## src/rtl/regset_bus_sequencer_pkg.sv

```systemverilog
// Shared encodings for the register-set bus sequencer: bus sources, FSM states
// and the settle-counter width.
package regset_bus_sequencer_pkg;

  localparam int SETTLE_MAX   = 15;
  localparam int SETTLE_CNT_W = $clog2(SETTLE_MAX + 1);

  typedef enum logic [1:0] {
    SRC_REG0 = 2'd0,
    SRC_REG1 = 2'd1,
    SRC_EXT  = 2'd2,
    SRC_NONE = 2'd3
  } src_e;

  typedef enum logic [1:0] {
    ST_IDLE  = 2'd0,
    ST_DRIVE = 2'd1,
    ST_WRITE = 2'd2,
    ST_HOLD  = 2'd3
  } state_e;

endpackage

```

## src/rtl/regset_bus_sequencer.sv

```systemverilog
// Initiator for register-set bus transfers: drives the source transmitter,
// lets the bus settle, strobes the destination write enables, then holds.
//
// state    | meaning
// ST_IDLE  | ready for a micro-op, all enables high
// ST_DRIVE | source transmitter enabled, settle down-counter running
// ST_WRITE | one-cycle destination write strobe, source still driving
// ST_HOLD  | write released, source still driving, done pulse
module regset_bus_sequencer
  import regset_bus_sequencer_pkg::*;
#(
  parameter int SETTLE_CYCLES = 1
) (
  input  logic       i_clk,
  input  logic       i_reset,
  input  logic       i_valid,
  output logic       o_ready,
  input  logic [1:0] i_src,
  input  logic [1:0] i_dst,
  output logic       o_ctrlRegBusSel,
  output logic       o_ctrlRegBusNOE,
  output logic       o_ctrlExtBusNOE,
  output logic       o_ctrlReg0NWE,
  output logic       o_ctrlReg1NWE,
  output logic       o_done,
  output logic       o_err,
  output logic [7:0] o_xferCount
);

  localparam logic [SETTLE_CNT_W-1:0] SETTLE_LOAD = SETTLE_CNT_W'(SETTLE_CYCLES - 1);

  state_e                  state_q, state_d;
  logic [SETTLE_CNT_W-1:0] cnt_q, cnt_d;
  src_e                    src_q, src_d;
  logic [1:0]              dst_q, dst_d;

  logic       ready_q, ready_d;
  logic       sel_q, sel_d;
  logic       reg_noe_q, reg_noe_d;
  logic       ext_noe_q, ext_noe_d;
  logic       nwe0_q, nwe0_d;
  logic       nwe1_q, nwe1_d;
  logic       done_q, done_d;
  logic       err_q, err_d;
  logic [7:0] xfer_q, xfer_d;

  logic accept;
  assign accept = i_valid & ready_q;

  // State register plus output registers; reset forces every strobe inactive.
  always_ff @(posedge i_clk or posedge i_reset) begin
    if (i_reset) begin
      state_q   <= ST_IDLE;
      cnt_q     <= '0;
      src_q     <= SRC_NONE;
      dst_q     <= 2'b00;
      ready_q   <= 1'b1;
      sel_q     <= 1'b0;
      reg_noe_q <= 1'b1;
      ext_noe_q <= 1'b1;
      nwe0_q    <= 1'b1;
      nwe1_q    <= 1'b1;
      done_q    <= 1'b0;
      err_q     <= 1'b0;
      xfer_q    <= 8'd0;
    end else begin
      state_q   <= state_d;
      cnt_q     <= cnt_d;
      src_q     <= src_d;
      dst_q     <= dst_d;
      ready_q   <= ready_d;
      sel_q     <= sel_d;
      reg_noe_q <= reg_noe_d;
      ext_noe_q <= ext_noe_d;
      nwe0_q    <= nwe0_d;
      nwe1_q    <= nwe1_d;
      done_q    <= done_d;
      err_q     <= err_d;
      xfer_q    <= xfer_d;
    end
  end

  always_comb begin
    state_d = state_q;
    cnt_d   = cnt_q;
    src_d   = src_q;
    dst_d   = dst_q;
    case (state_q)
      ST_IDLE: begin
        if (accept) begin
          state_d = ST_DRIVE;
          cnt_d   = SETTLE_LOAD;
          src_d   = src_e'(i_src);
          dst_d   = i_dst;
        end
      end
      ST_DRIVE: begin
        if (cnt_q == '0) state_d = ST_WRITE;
        else             cnt_d   = cnt_q - SETTLE_CNT_W'(1);
      end
      ST_WRITE: state_d = ST_HOLD;
      ST_HOLD:  state_d = ST_IDLE;
      default:  state_d = ST_IDLE;
    endcase
  end

  // Outputs are decoded from the next state so every strobe leaves a flop.
  always_comb begin
    ready_d   = (state_d == ST_IDLE);
    sel_d     = 1'b0;
    reg_noe_d = 1'b1;
    ext_noe_d = 1'b1;
    nwe0_d    = 1'b1;
    nwe1_d    = 1'b1;
    done_d    = 1'b0;
    err_d     = 1'b0;
    xfer_d    = xfer_q;
    if (state_d != ST_IDLE) begin
      if (src_d == SRC_REG0 || src_d == SRC_REG1) begin
        reg_noe_d = 1'b0;
        sel_d     = src_d[0];
      end else if (src_d == SRC_EXT) begin
        ext_noe_d = 1'b0;
      end
    end
    // A floating bus (no source) is never written.
    if (state_d == ST_WRITE && src_d != SRC_NONE) begin
      nwe0_d = ~dst_d[0];
      nwe1_d = ~dst_d[1];
    end
    if (state_d == ST_HOLD) begin
      done_d = 1'b1;
      err_d  = (src_d == SRC_NONE);
      if (src_d != SRC_NONE) xfer_d = xfer_q + 8'd1;
    end
  end

  assign o_ready         = ready_q;
  assign o_ctrlRegBusSel = sel_q;
  assign o_ctrlRegBusNOE = reg_noe_q;
  assign o_ctrlExtBusNOE = ext_noe_q;
  assign o_ctrlReg0NWE   = nwe0_q;
  assign o_ctrlReg1NWE   = nwe1_q;
  assign o_done          = done_q;
  assign o_err           = err_q;
  assign o_xferCount     = xfer_q;

endmodule

```

## config.mk

```make
export PLATFORM = sky130hd
export DESIGN_NAME = regset_bus_sequencer
export DESIGN_NICKNAME = d
export VERILOG_FILES = /design/src/rtl/regset_bus_sequencer_pkg.sv /design/src/rtl/regset_bus_sequencer.sv
export SDC_FILE = /design/constraint.sdc
export NUM_CORES = 1
export LEC_CHECK = 0
export ABC_AREA = 1
export CAP_MARGIN = 40
export CORE_ASPECT_RATIO = 0.9
export CORE_UTILIZATION = 50
export CTS_BUF_LIST = sky130_fd_sc_hd__clkbuf_16
export DETAILED_ROUTE_END_ITERATION = 10
export PLACE_DENSITY_LB_ADDON = 0.3
export RECOVER_POWER = 50
export SLEW_MARGIN = 20
export SYNTH_ARGS = -nofsm -noshare
export SYNTH_HDL_FRONTEND = slang
export SYNTH_SLANG_ARGS = --single-unit
export TNS_END_PERCENT = 10
```

## constraint.sdc

```tcl
create_clock -name i_clk -period 1.5 [get_ports i_clk]
set_input_delay 0.3 -clock i_clk [delete_from_list [all_inputs] [get_ports i_clk]]
set_output_delay 0.3 -clock i_clk [all_outputs]
set_load 0.005 [all_outputs]
```

== Word-level counts from Yosys, hierarchy flattened ==
Cells that the tools add are included.
Storage, ports and cells
  flip-flop bits (word level): 26
  latch bits: 0
  memory bits (writable): 0
  memory bits (read-only): 0
  output and inout port bits: 16
  memories: 0
Operators by class
  add/sub/neg operators: 2
  multiply operators: 0
  div/mod/pow operators: 0
  $lt $le $gt $ge: 0
  equality and inequality tests: 11
  shift operators: 0
  multiplexer cells: 21
  bitwise gates (word level): 3
  reduce and logical (&&, ||, !) cells: 10
Operators by type and width (count)
  equality test 2 bit (second input constant): 6
  two-way mux 2 bit: 6
  two-way mux 1 bit: 11
  adder 8 x 1 -> 8 bit (second input constant): 1
  two-way mux 4 bit: 2
  case mux 2 bit (4 select lines): 1
  case mux 4 bit (2 select lines): 1
  zero test 2 bit: 3
  != test 2 bit (second input constant): 3
  equality test 2 x 1 -> 1 bit (second input constant): 2
  zero test 4 bit: 1
  nonzero test 2 bit: 2
  subtractor 4 x 1 -> 4 bit (second input constant): 1
  AND reduction 3 bit: 1
  inverter 1 bit: 2
  AND reduction 2 bit: 1
  bitwise AND 1 bit: 1
  logical AND 1 bit: 1
  logical OR 1 bit: 1

== Longest topological paths before layout ==
Gate-level depths: netlist of the first run.
  word-level depth: 7
  depth in mapped cells: 9
  gate-level depth less buffers: 9

== Worst setup path before layout of the first run ==
Ideal clock, no wire load.
  kind: register to register
  from: register ready_q (netlist: o_ready)
  to: register xfer_q[0] (netlist: o_xferCount[0])
  library setup time: 0.117 ns
  arrival: 1.163 ns
  slack: 0.220 ns
  stages on the path, launching flop included: 9
  path buffers: 1
  period minus slack after synthesis: 1.280 ns
  cells stage by stage: dfstp_2 nand2_1 inv_2 nand3_1 nand2_2 nand2_4 buf_12 nand3_2 nand2_1
On the way
  word-level cells in the longest chain between the ends: 5
  elaborated cells on any way between the ends: 8
  those cells by class: eq/ne: 2; mux: 4; bitwise: 1; reduce/logical: 1
Ends and longest elaborated chain
  start: declaration: RTL line regset_bus_sequencer.sv:37  | logic ready_q, ready_d;
  start signal: assignment: RTL line regset_bus_sequencer.sv:71  | ready_q <= ready_d;
  bitwise AND 1 bit: RTL line regset_bus_sequencer.sv:48  | assign accept = i_valid & ready_q;
  two-way mux 2 bit: RTL line regset_bus_sequencer.sv:90  | if (accept) begin
  two-way mux 2 bit: RTL line regset_bus_sequencer.sv:88  | case (state_q)
  named net src_d[1]: RTL line regset_bus_sequencer.sv:34  | src_e src_q, src_d;
  != test 2 bit: RTL line regset_bus_sequencer.sv:134  | if (src_d != SRC_NONE) xfer_d = xfer_q + 8'd1;
  AND reduction 2 bit (no line)
  end signal: assignment: RTL line regset_bus_sequencer.sv:79  | xfer_q <= xfer_d;
  end: declaration: RTL line regset_bus_sequencer.sv:45  | logic [7:0] xfer_q, xfer_d;
The timed path passes the listed nets, and every way through them passes these cells.
A chain may end at the register's enable or synchronous reset.

== Worst setup path after layout of the first run ==
  from: register xfer_q[1] (netlist: o_xferCount[1])
  to: output o_xferCount[1]
RTL lines
  end: declaration: RTL line regset_bus_sequencer.sv:27  | output logic [7:0] o_xferCount
No word-level cell between the ends.

==> flow_metrics.tcl, run 1 <==
set metrics [dict create \
    endpoint_kind "output pin" \
    detailed_place_hpwl_mm 1.837 \
    routedWlPerCell_um 12.07 \
    yosys_warnings 0 \
    crit_path_top_delay_cell "clkdlybuf4s50_1" \
    dp_worst_setup_slack_ns -0.1493 \
    synth_compound_area_share_pct 2.528 \
    crit_chain "clkdlybuf4s50_1" \
    worstSetupPathDepth 1 \
    worst_setup_path_start_kind "flop" \
    gp_congestion 0.7876 \
    worstMarginPinSlew_ns 0.6308 \
    cts_sinks 26 \
    grt_max_degree 27 \
    synth_fa_ha_area_share_pct 2.022 \
    slew-limit-headroom_pct 57.94 \
    die_y_um 49.20 \
    viasPerCell 5.040 \
    finalClockSkew_ns 0.001637 \
    port_buffers 22 \
    synth-simple-area-share_pct 33.57 \
    drc_errors 0 \
    clock_latency_ns 0.26 \
    rsz0062_at_grt "no" \
    io_pins 23 \
    via_count 1013 \
    finish.net_count 184 \
    antenna_cells 0 \
    h-tree-depth 1 \
    overflow 0 \
    avgSynthCellArea_sq_um 9.099 \
    area_delta_synth_final_pct 31.95 \
    grt_pass1_vias 973 \
    path_max_fanout 3 \
    critPathMaxStageDelay_ns 0.52 \
    ant_nets 0 \
    max_cap_viol_count 0 \
    cts_tree "done" \
    finalSetupTns_ns 0 \
    syn_inst 136 \
    fmax_mhz 684.6 \
    worstHoldPathType "flop to flop" \
    cts_buffers 3 \
    ys_seq_area_share_pct 53.29 \
    required_ns 1.20 \
    reg2regPathDepth 8 \
    status "finished clean" \
    synthMuxAreaShare_pct 0 \
    first_pass_iters 4 \
    grt_pass1_wl_mm 4.077 \
    power_density_nw_per_um2 1756 \
    clock_path_buffers 2 \
    routed_wirelength_mm 2.426 \
    syn_area_sq_um 1237 \
    path_buf_inv 1 \
    fin_ws_ns 0.03923 \
    grt_antenna_before_repair 0 \
    cts_root_buf "clkbuf_16" \
    core_area_sq_um 2262 \
    die-area_sq_um 2678 \
    path_delay_family "buffers and inverters" \
    ys_types 20 \
    path_clk_slew_ns 0.06 \
    drive_gt1_share_pct 22.99 \
    crit_arrival_ns 1.16 \
    leakagePower_nw 0.8498 \
    initial_core_util_pct 54.70 \
    slew_viol_final 0 \
    grt_usage_pct 21.29 \
    hold_violations 0 \
    vdd_ir_drop_max_mv 1.491 \
    setup_viol 0 \
    post-route-min-period_ns 1.461 \
    synthXorXnorAreaFrac_pct 2.123 \
    synth_top_family_by_area "simple AND/OR/NAND/NOR gates" \
    period_share_pct 97.38 \
    hold_path_depth 2 \
    synth_seq_cells 26 \
    synth.net_count 145 \
    drt_iter0_drc 18 \
    crit_type "flop to output pin" \
    die_w_um 54.44 \
    rows 16 \
    final_util_pct 72.18 \
]
layer usage:
layer	routed length, um	GRT usage, %
met4	25	5.128
met3	108	5.919
met2	1200	33.94
met1	1092	28.22
met5	0	0
per-stage QoR:
stage	hold slack [ns]	area [sq um]	power, mW	std cells
final	0.4738	1633	2.867	201
after global routing	0.4858	1633	3.080	201
after CTS	0.4051	1620	2.875	199
after detailed placement	0.4645	1554	2.348	195
after global placement	0.4586	1554	2.309	195
after floorplan	0.3348	1237	1.799	136
worst min-delay path: stages, from the launching register on:
cell and delay (ns):
dfrtp_1 0.32, nand2_1 0.05, nand2_1 0.07
layout make-up:
cell class	instances	area [sq um]
timing repair buffer	35	302.8
fill	177	629.4
tap	27	33.78
clock inverter	1	3.754
sequential	26	659.4
inverter	16	60.06
multi-input combinational	93	498.0
clock buffer	3	75.07
logic make-up (layout without fill, tap and decap cells):
logic type | count (synthesis) | in the layout
and+or+nand+nor | 82 | 82
xor gates and xnor gates | 3 | 3
buffers and inverters | 17 | 55
DFF | 26 | 26
adders and majority gates | 2 | 2
AOI/OAI and AO/OA | 6 | 6
layout by cell type (no fill, tap or decap):
| master | n |
|---|---|
| clkdlybuf4s50_1 | 10 |
| nand4_1 | 1 |
| nor2_4 | 1 |
| dfstp_2 | 7 |
| clkdlybuf4s25_1 | 1 |
| buf_4 | 12 |
| ha_1 | 2 |
| nand3_1 | 14 |
| xnor2_1 | 1 |
| inv_1 | 15 |
| a21oi_1 | 1 |
| dlygate4sd2_1 | 10 |
| o21ai_0 | 4 |
| nand3b_1 | 1 |
| nor2_1 | 11 |
| inv_2 | 2 |
| clkbuf_2 | 1 |
| dfrtp_1 | 19 |
| nand3_2 | 7 |
| dlygate4sd3_1 | 1 |
| xor2_1 | 2 |
| clkbuf_16 | 3 |
| nand2_1 | 40 |
| nand2_2 | 4 |
| o22ai_1 | 1 |
| nand2_4 | 3 |
final timing paths:
check / from / end / slack, ns
hold / removal: dst_q[1] / dst_q[1] / 0.47
setup / recovery: o_xferCount[1] / o_xferCount[1] / 0.04
hold reg to reg: dst_q[1] / dst_q[1] / 0.47
setup reg to reg: o_ready / o_xferCount[6] / 0.11
min in group asynchronous: i_reset / o_xferCount[5] / 0.64
max in group asynchronous: i_reset / cnt_q[3] / 0.45
state kept, by name, summed over array words and instances (netlist names), 2 cells and up:
register / flops
src_q: 2
state_q: 2
o_xferCount: 8
dst_q: 2
cnt_q: 4
synthesized netlist by cell type, drive strengths merged:
cell    instances  area, sq um
a21oi           1        5.000
buf             1        20.02
dfrtp          19        475.5
dfstp           7        183.9
ha              2        25.02
inv            16        60.06
nand2          47        208.9
nand3          21        140.1
nand3b          1        7.510
nand4           1        6.260
nor2           12        52.55
o21ai           4        20.02
o22ai           1        6.260
xnor2           1        8.760
xor2            2        17.52
timing repair:
item                       in CTS  in global routing
setup endpoints to repair      10                  2
setup buffers                   0                  2
hold buffers                    0                  0
gates resized for setup        10                  1
power by group:
group	internal, mW	switching, mW
Sequential	0.970	0.143
Combinational	0.536	0.637
Clock	0.356	0.225
Total	1.86	1.01
Note: power is estimated with default switching activity, not from simulation.
==> inputs of run 2 (changes only) <==
--- a/config.mk
+++ b/config.mk
@@ -11,6 +11,7 @@
 export CORE_UTILIZATION = 50
 export CTS_BUF_LIST = sky130_fd_sc_hd__clkbuf_16
 export DETAILED_ROUTE_END_ITERATION = 10
+export GPL_TIMING_DRIVEN = 0
 export PLACE_DENSITY_LB_ADDON = 0.3
 export RECOVER_POWER = 50
 export SLEW_MARGIN = 20
==> run 2 against run 1 <==
Sequential cell count unchanged. Clock power decreased by 0.9%. Non-clock buffer count decreased by 10. Final cell count decreased by 5.0%. Worst setup slack improved by 0.043 ns. Worst hold slack improved by 0.020 ns. First-iteration DRC count decreased by 28%. Clock skew about the same. Core utilization decreased by 2.3 points. Largest cell class unchanged. Sequential power about the same. Wire length decreased by 8.2%.
==> flow_metrics.tcl, run 2 (synthesis gave the netlist of run 1 again) <==
set metrics [dict create \
    worst_setup_path_start_kind "flop" \
    post-route-min-period_ns 1.418 \
    rrSetupSlack_ns 0.13 \
    area_delta_synth_final_pct 27.71 \
    finalClockSkew_ns 0.001846 \
    die_w_um 54.44 \
    period_share_pct 94.55 \
    vdd_ir_drop_max_mv 1.510 \
    clock_path_buffers 2 \
    reg2regPathDepth 9 \
    io_pins 23 \
    core_area_sq_um 2262 \
    grt_usage_pct 20.61 \
    via_count 941 \
    mostFrequentLayoutCells "40 x nand2_1, 19 x dfrtp_1, 14 x nand3_1, 14 x inv_1, 11 x nor2_1" \
    antenna_cells 0 \
    crit_chain "clkdlybuf4s50_1" \
    cts_sinks 26 \
    final_util_pct 69.86 \
    die_y_um 49.20 \
    path_clk_slew_ns 0.06 \
    drive_gt1_share_pct 18.29 \
    crit_type "flop to output pin" \
    grt_max_degree 16 \
    path_delay_family "buffers and inverters" \
    path_max_fanout 2 \
    final_area_sq_um 1580 \
    slew-limit-headroom_pct 65.95 \
    hold_violations 0 \
    cts_tree "done" \
    ant_nets 0 \
    r2r_end "o_xferCount[4]" \
    port_buffers 22 \
    critPathLaunch "o_xferCount[1]" \
    path_buf_inv 1 \
    viasPerCell 4.927 \
    h-tree-depth 1 \
    max_cap_viol_count 0 \
    rows 16 \
    dp_worst_setup_slack_ns -0.1454 \
    fmax_mhz 705.1 \
    worstHoldPathType "flop to flop" \
    fin_ws_ns 0.08175 \
    worstSetupPathDepth 1 \
    first_pass_iters 5 \
    status "finished clean" \
    endpoint_kind "output pin" \
    largest_reg_flops 8 \
    critPathMaxStageDelay_ns 0.51 \
    crit_end "o_xferCount[1]" \
    gp_congestion 0.7786 \
    leakagePower_nw 0.8452 \
    grt_pass1_vias 898 \
    power_mw 2.766 \
    setup_viol 0 \
    overflow 0 \
    routed_wirelength_mm 2.226 \
    routedWlPerCell_um 11.65 \
    drt_iter0_drc 13 \
    drc_errors 0 \
    r2r_start "o_ready" \
    clock_latency_ns 0.26 \
    cts_root_buf "clkbuf_16" \
    crit_path_top_delay_cell "clkdlybuf4s50_1" \
    holdWs_ns 0.4934 \
    die-area_sq_um 2678 \
    grt_pass1_wl_mm 3.843 \
    slew_viol_final 0 \
    initial_core_util_pct 54.70 \
    detailed_place_hpwl_mm 1.678 \
    n_fill_cell 176 \
    finish.net_count 174 \
    crit_arrival_ns 1.12 \
    power_density_nw_per_um2 1750 \
    grt_antenna_before_repair 0 \
    rsz0062_at_grt "yes" \
    cts_buffers 3 \
    final_common_cell "nand2_1" \
    worstMarginPinSlew_ns 0.5102 \
    placed_area_sq_um 1506 \
    required_ns 1.20 \
]
-- run 2: cell count changes in the layout (fill, tap and decap cells not counted), sizes merged --
| cell | previous run | this run |
|---|---|---|
| clkdlybuf4s25 | 1 | 0 |
| clkdlybuf4s50 | 10 | 9 |
| dlymetal6s2s | 0 | 2 |
| clkinv | 0 | 1 |
| buf | 12 | 2 |
| inv | 17 | 16 |
-- run 2: worst min path at each step --
stage	depth (start not counted)	from	slack, ns	endpoint
after global placement	2	dst_q[1]	0.45	dst_q[1]
after global routing	2	src_q[0]	0.52	src_q[0]
after floorplan	1	i_reset	0.33	cnt_q[0]
after detailed placement	2	dst_q[0]	0.47	dst_q[0]
final	2	dst_q[0]	0.49	dst_q[0]
after CTS	2	i_reset	0.41	o_xferCount[4]
-- run 2: what timing repair did --
item                       in CTS  in global routing
cloned                          0                  0
setup endpoints to repair      10                 11
hold buffers                    0                  0
gates resized for setup        10                  3
buffers inserted                0                  1
-- run 2: area by class of cell --
class                           instances  area (sq um)  share of cell area (%)
Timing Repair Buffer                   24         225.2                   14.25
Inverter                               16         60.06                   3.800
Buffer                                  1         20.02                   1.267
Tap cell                               27         33.78                   2.138
Multi-Input combinational cell         93         503.0                   31.83
Clock inverter                          1         3.754                  0.2375
Sequential cell                        26         659.4                   41.73
Clock buffer                            3         75.07                   4.751
-- run 2: through the flow --
| step | TNS, ns | instances |
|---|---|---|
| final | 0 | 191 |
| after detailed placement | -1.327 | 186 |
| after global placement | -1.043 | 185 |
| after floorplan | 0 | 136 |
| after global routing | -0.01091 | 191 |
| after CTS | 0 | 190 |
-- run 2: routing by layer --
metal  share of wire [%]  track usage (%)  up-vias  wire length, um
met5                   0                0        -                0
met3                 6.0            7.788        2              134
li1                    -                -      484                -
met1                  44            25.00      428              981
met2                  49            33.74       27             1088
met4                0.99            5.128        0               22
-- run 2: where the power goes --
part / internal, mW / switching (mW)
Combinational: 0.452 / 0.628
Clock: 0.356 / 0.220
Sequential: 0.970 / 0.140
==> inputs of run 3 (changes only) <==
--- a/config.mk
+++ b/config.mk
@@ -7,12 +7,12 @@
 export LEC_CHECK = 0
 export ABC_AREA = 1
 export CAP_MARGIN = 40
-export CORE_ASPECT_RATIO = 0.9
+export CORE_ASPECT_RATIO = 0.7
 export CORE_UTILIZATION = 50
 export CTS_BUF_LIST = sky130_fd_sc_hd__clkbuf_16
 export DETAILED_ROUTE_END_ITERATION = 10
 export GPL_TIMING_DRIVEN = 0
-export PLACE_DENSITY_LB_ADDON = 0.3
+export PLACE_DENSITY = 0.77
 export RECOVER_POWER = 50
 export SLEW_MARGIN = 20
 export SYNTH_ARGS = -nofsm -noshare
==> run 3 against run 2 <==
Critical endpoint is now o_xferCount[6]. Cell area rose by 0.63%. Worst setup slack worse by 0.033 ns. Sequential power about the same. Largest cell class unchanged. Combinational power about the same. Worst hold slack worse by 0.010 ns. Final cell count up 2.6%. Total power increased by 1.1%. Sequential cell count unchanged. Sequential share of layout area shrank 0.11 points.
==> flow_metrics.tcl, run 3 (synthesis gave the netlist of run 1 again) <==
set metrics [dict create \
    status "finished clean" \
    io_pins 23 \
    r2r_start "o_ready" \
    reg2regPathDepth 8 \
    first_pass_iters 4 \
    die-area_sq_um 2681 \
    crit_arrival_ns 1.15 \
    grt_pass1_wl_mm 4.215 \
    period_share_pct 96.72 \
    rrSetupSlack_ns 0.08 \
    path_max_fanout 3 \
    mostFrequentLayoutCells "40 x nand2_1, 17 x dfrtp_1, 14 x nand3_1, 14 x inv_1, 11 x nor2_1" \
    wl_met3_um 129 \
    cts_hold_buf 0 \
    initial_core_util_pct 55.19 \
    hold_violations 0 \
    path_clk_slew_ns 0.06 \
    finalClockSkew_ns 0.002708 \
    clock_path_buffers 2 \
    die_y_um 43.62 \
    h-tree-depth 1 \
    largest_reg_flops 8 \
    clock_latency_ns 0.26 \
    leakagePower_nw 0.8294 \
    path_buf_inv 1 \
    post-route-min-period_ns 1.451 \
    drive_gt1_share_pct 19.51 \
    crit_chain "clkdlybuf4s50_1" \
    dp_worst_setup_slack_ns -0.1660 \
    crit_path_top_delay_cell "clkdlybuf4s50_1" \
    cts_sinks 26 \
    overflow 0 \
    worstMarginPinSlew_ns 0.5584 \
    vdd_ir_drop_max_mv 1.349 \
    worstHoldPathType "flop to flop" \
    routedWlPerCell_um 13.03 \
    core_area_sq_um 2242 \
    wl_met2_mm 1.234 \
    grt_usage_pct 22.58 \
    top_layer_used "met4" \
    setup_viol 0 \
    final_common_cell "nand2_1" \
    grt_max_degree 15 \
    endpoint_kind "output pin" \
    routed_wirelength_mm 2.553 \
    finish.net_count 174 \
    slew_viol_final 0 \
    die_w_um 61.46 \
    rsz0062_at_grt "yes" \
    hold_path_depth 2 \
    required_ns 1.20 \
    critPathMaxStageDelay_ns 0.51 \
    max_cap_viol_count 0 \
    path_delay_family "buffers and inverters" \
    slew-limit-headroom_pct 62.73 \
    cts_root_buf "clkbuf_16" \
    drc_errors 0 \
    area_delta_synth_final_pct 28.51 \
    holdWs_ns 0.4830 \
    drt_iter0_drc 32 \
    crit_type "flop to output pin" \
    r2r_end "o_xferCount[4]" \
    fmax_mhz 689.2 \
    via_count 992 \
    antenna_cells 0 \
    finalSetupTns_ns 0 \
    fin_ws_ns 0.04914 \
    whs_endpoint "dst_q[0]" \
    viasPerCell 5.061 \
    detailed_place_hpwl_mm 1.901 \
    rows 14 \
    wirelength_met1_mm 1.139 \
    power_mw 2.796 \
    power_density_nw_per_um2 1758 \
    hp-start "dst_q[0]" \
    port_buffers 22 \
    grt_antenna_before_repair 0 \
    ant_nets 0 \
    grt_pass1_vias 952 \
    cts_buffers 3 \
    cts_tree "done" \
    worst_setup_path_start_kind "flop" \
    gp_congestion 0.8388 \
]
==> run 3: changes by cell type in the layout (fill, tap and decap cells not counted), sizes merged <==
cell           before  now
clkdlybuf4s50       9   10
dlygate4sd2        10    9
==> run 3: how the worst max path moves through the flow <==
stage | from | cells past startpoint | slack (ns) | endpoint
6_report | o_xferCount[6] | 1 | 0.05 | o_xferCount[6]
5_1_grt | o_ready | 8 | -0.01 | o_xferCount[4]
4_1_cts | o_xferCount[6] | 1 | 0.003 | o_xferCount[6]
3_5_place_dp | i_valid | 10 | -0.17 | o_xferCount[2]
3_3_place_gp | i_valid | 10 | -0.12 | o_xferCount[7]
2_1_floorplan | o_ready | 8 | 0.22 | o_xferCount[0]
==> run 3: final cells by class <==
class	instances	area, sq um
clock inverter	1	3.754
inverter	16	60.06
multi-input combinational	93	503.0
tap	32	40.04
buffer	1	20.02
timing repair buffer	24	226.5
fill	190	651.9
sequential	26	661.9
clock buffer	3	75.07
==> run 3: layer usage <==
metal / global-route usage (%) / up-vias
li1: - / 484
met5: 0 / -
met4: 7.556 / 0
met2: 36.30 / 31
met1: 28.91 / 471
met3: 7.463 / 6
==> run 3: report_power, final <==
part           total, mW  internal (mW)  switching, mW
Clock              0.581          0.356          0.224
Combinational       1.09          0.441          0.647
Sequential          1.13          0.976          0.152
==> run 3: repair_timing <==
action / in CTS / in global routing
endpoints found under the setup margin: 10 / 11
gates cloned: 0 / 0
resized for setup: 11 / 3
buffers inserted: 0 / 1
==> run 3: stage by stage <==
| step | cell area [sq um] | utilization [%] | std cells |
|---|---|---|---|
| detailed placement | 1513 | 67.47 | 191 |
| global route | 1590 | 70.93 | 196 |
| finish | 1590 | 70.93 | 196 |
| global placement | 1498 | 66.80 | 190 |
| CTS | 1583 | 70.59 | 195 |
| floorplan | 1237 | - | 136 |
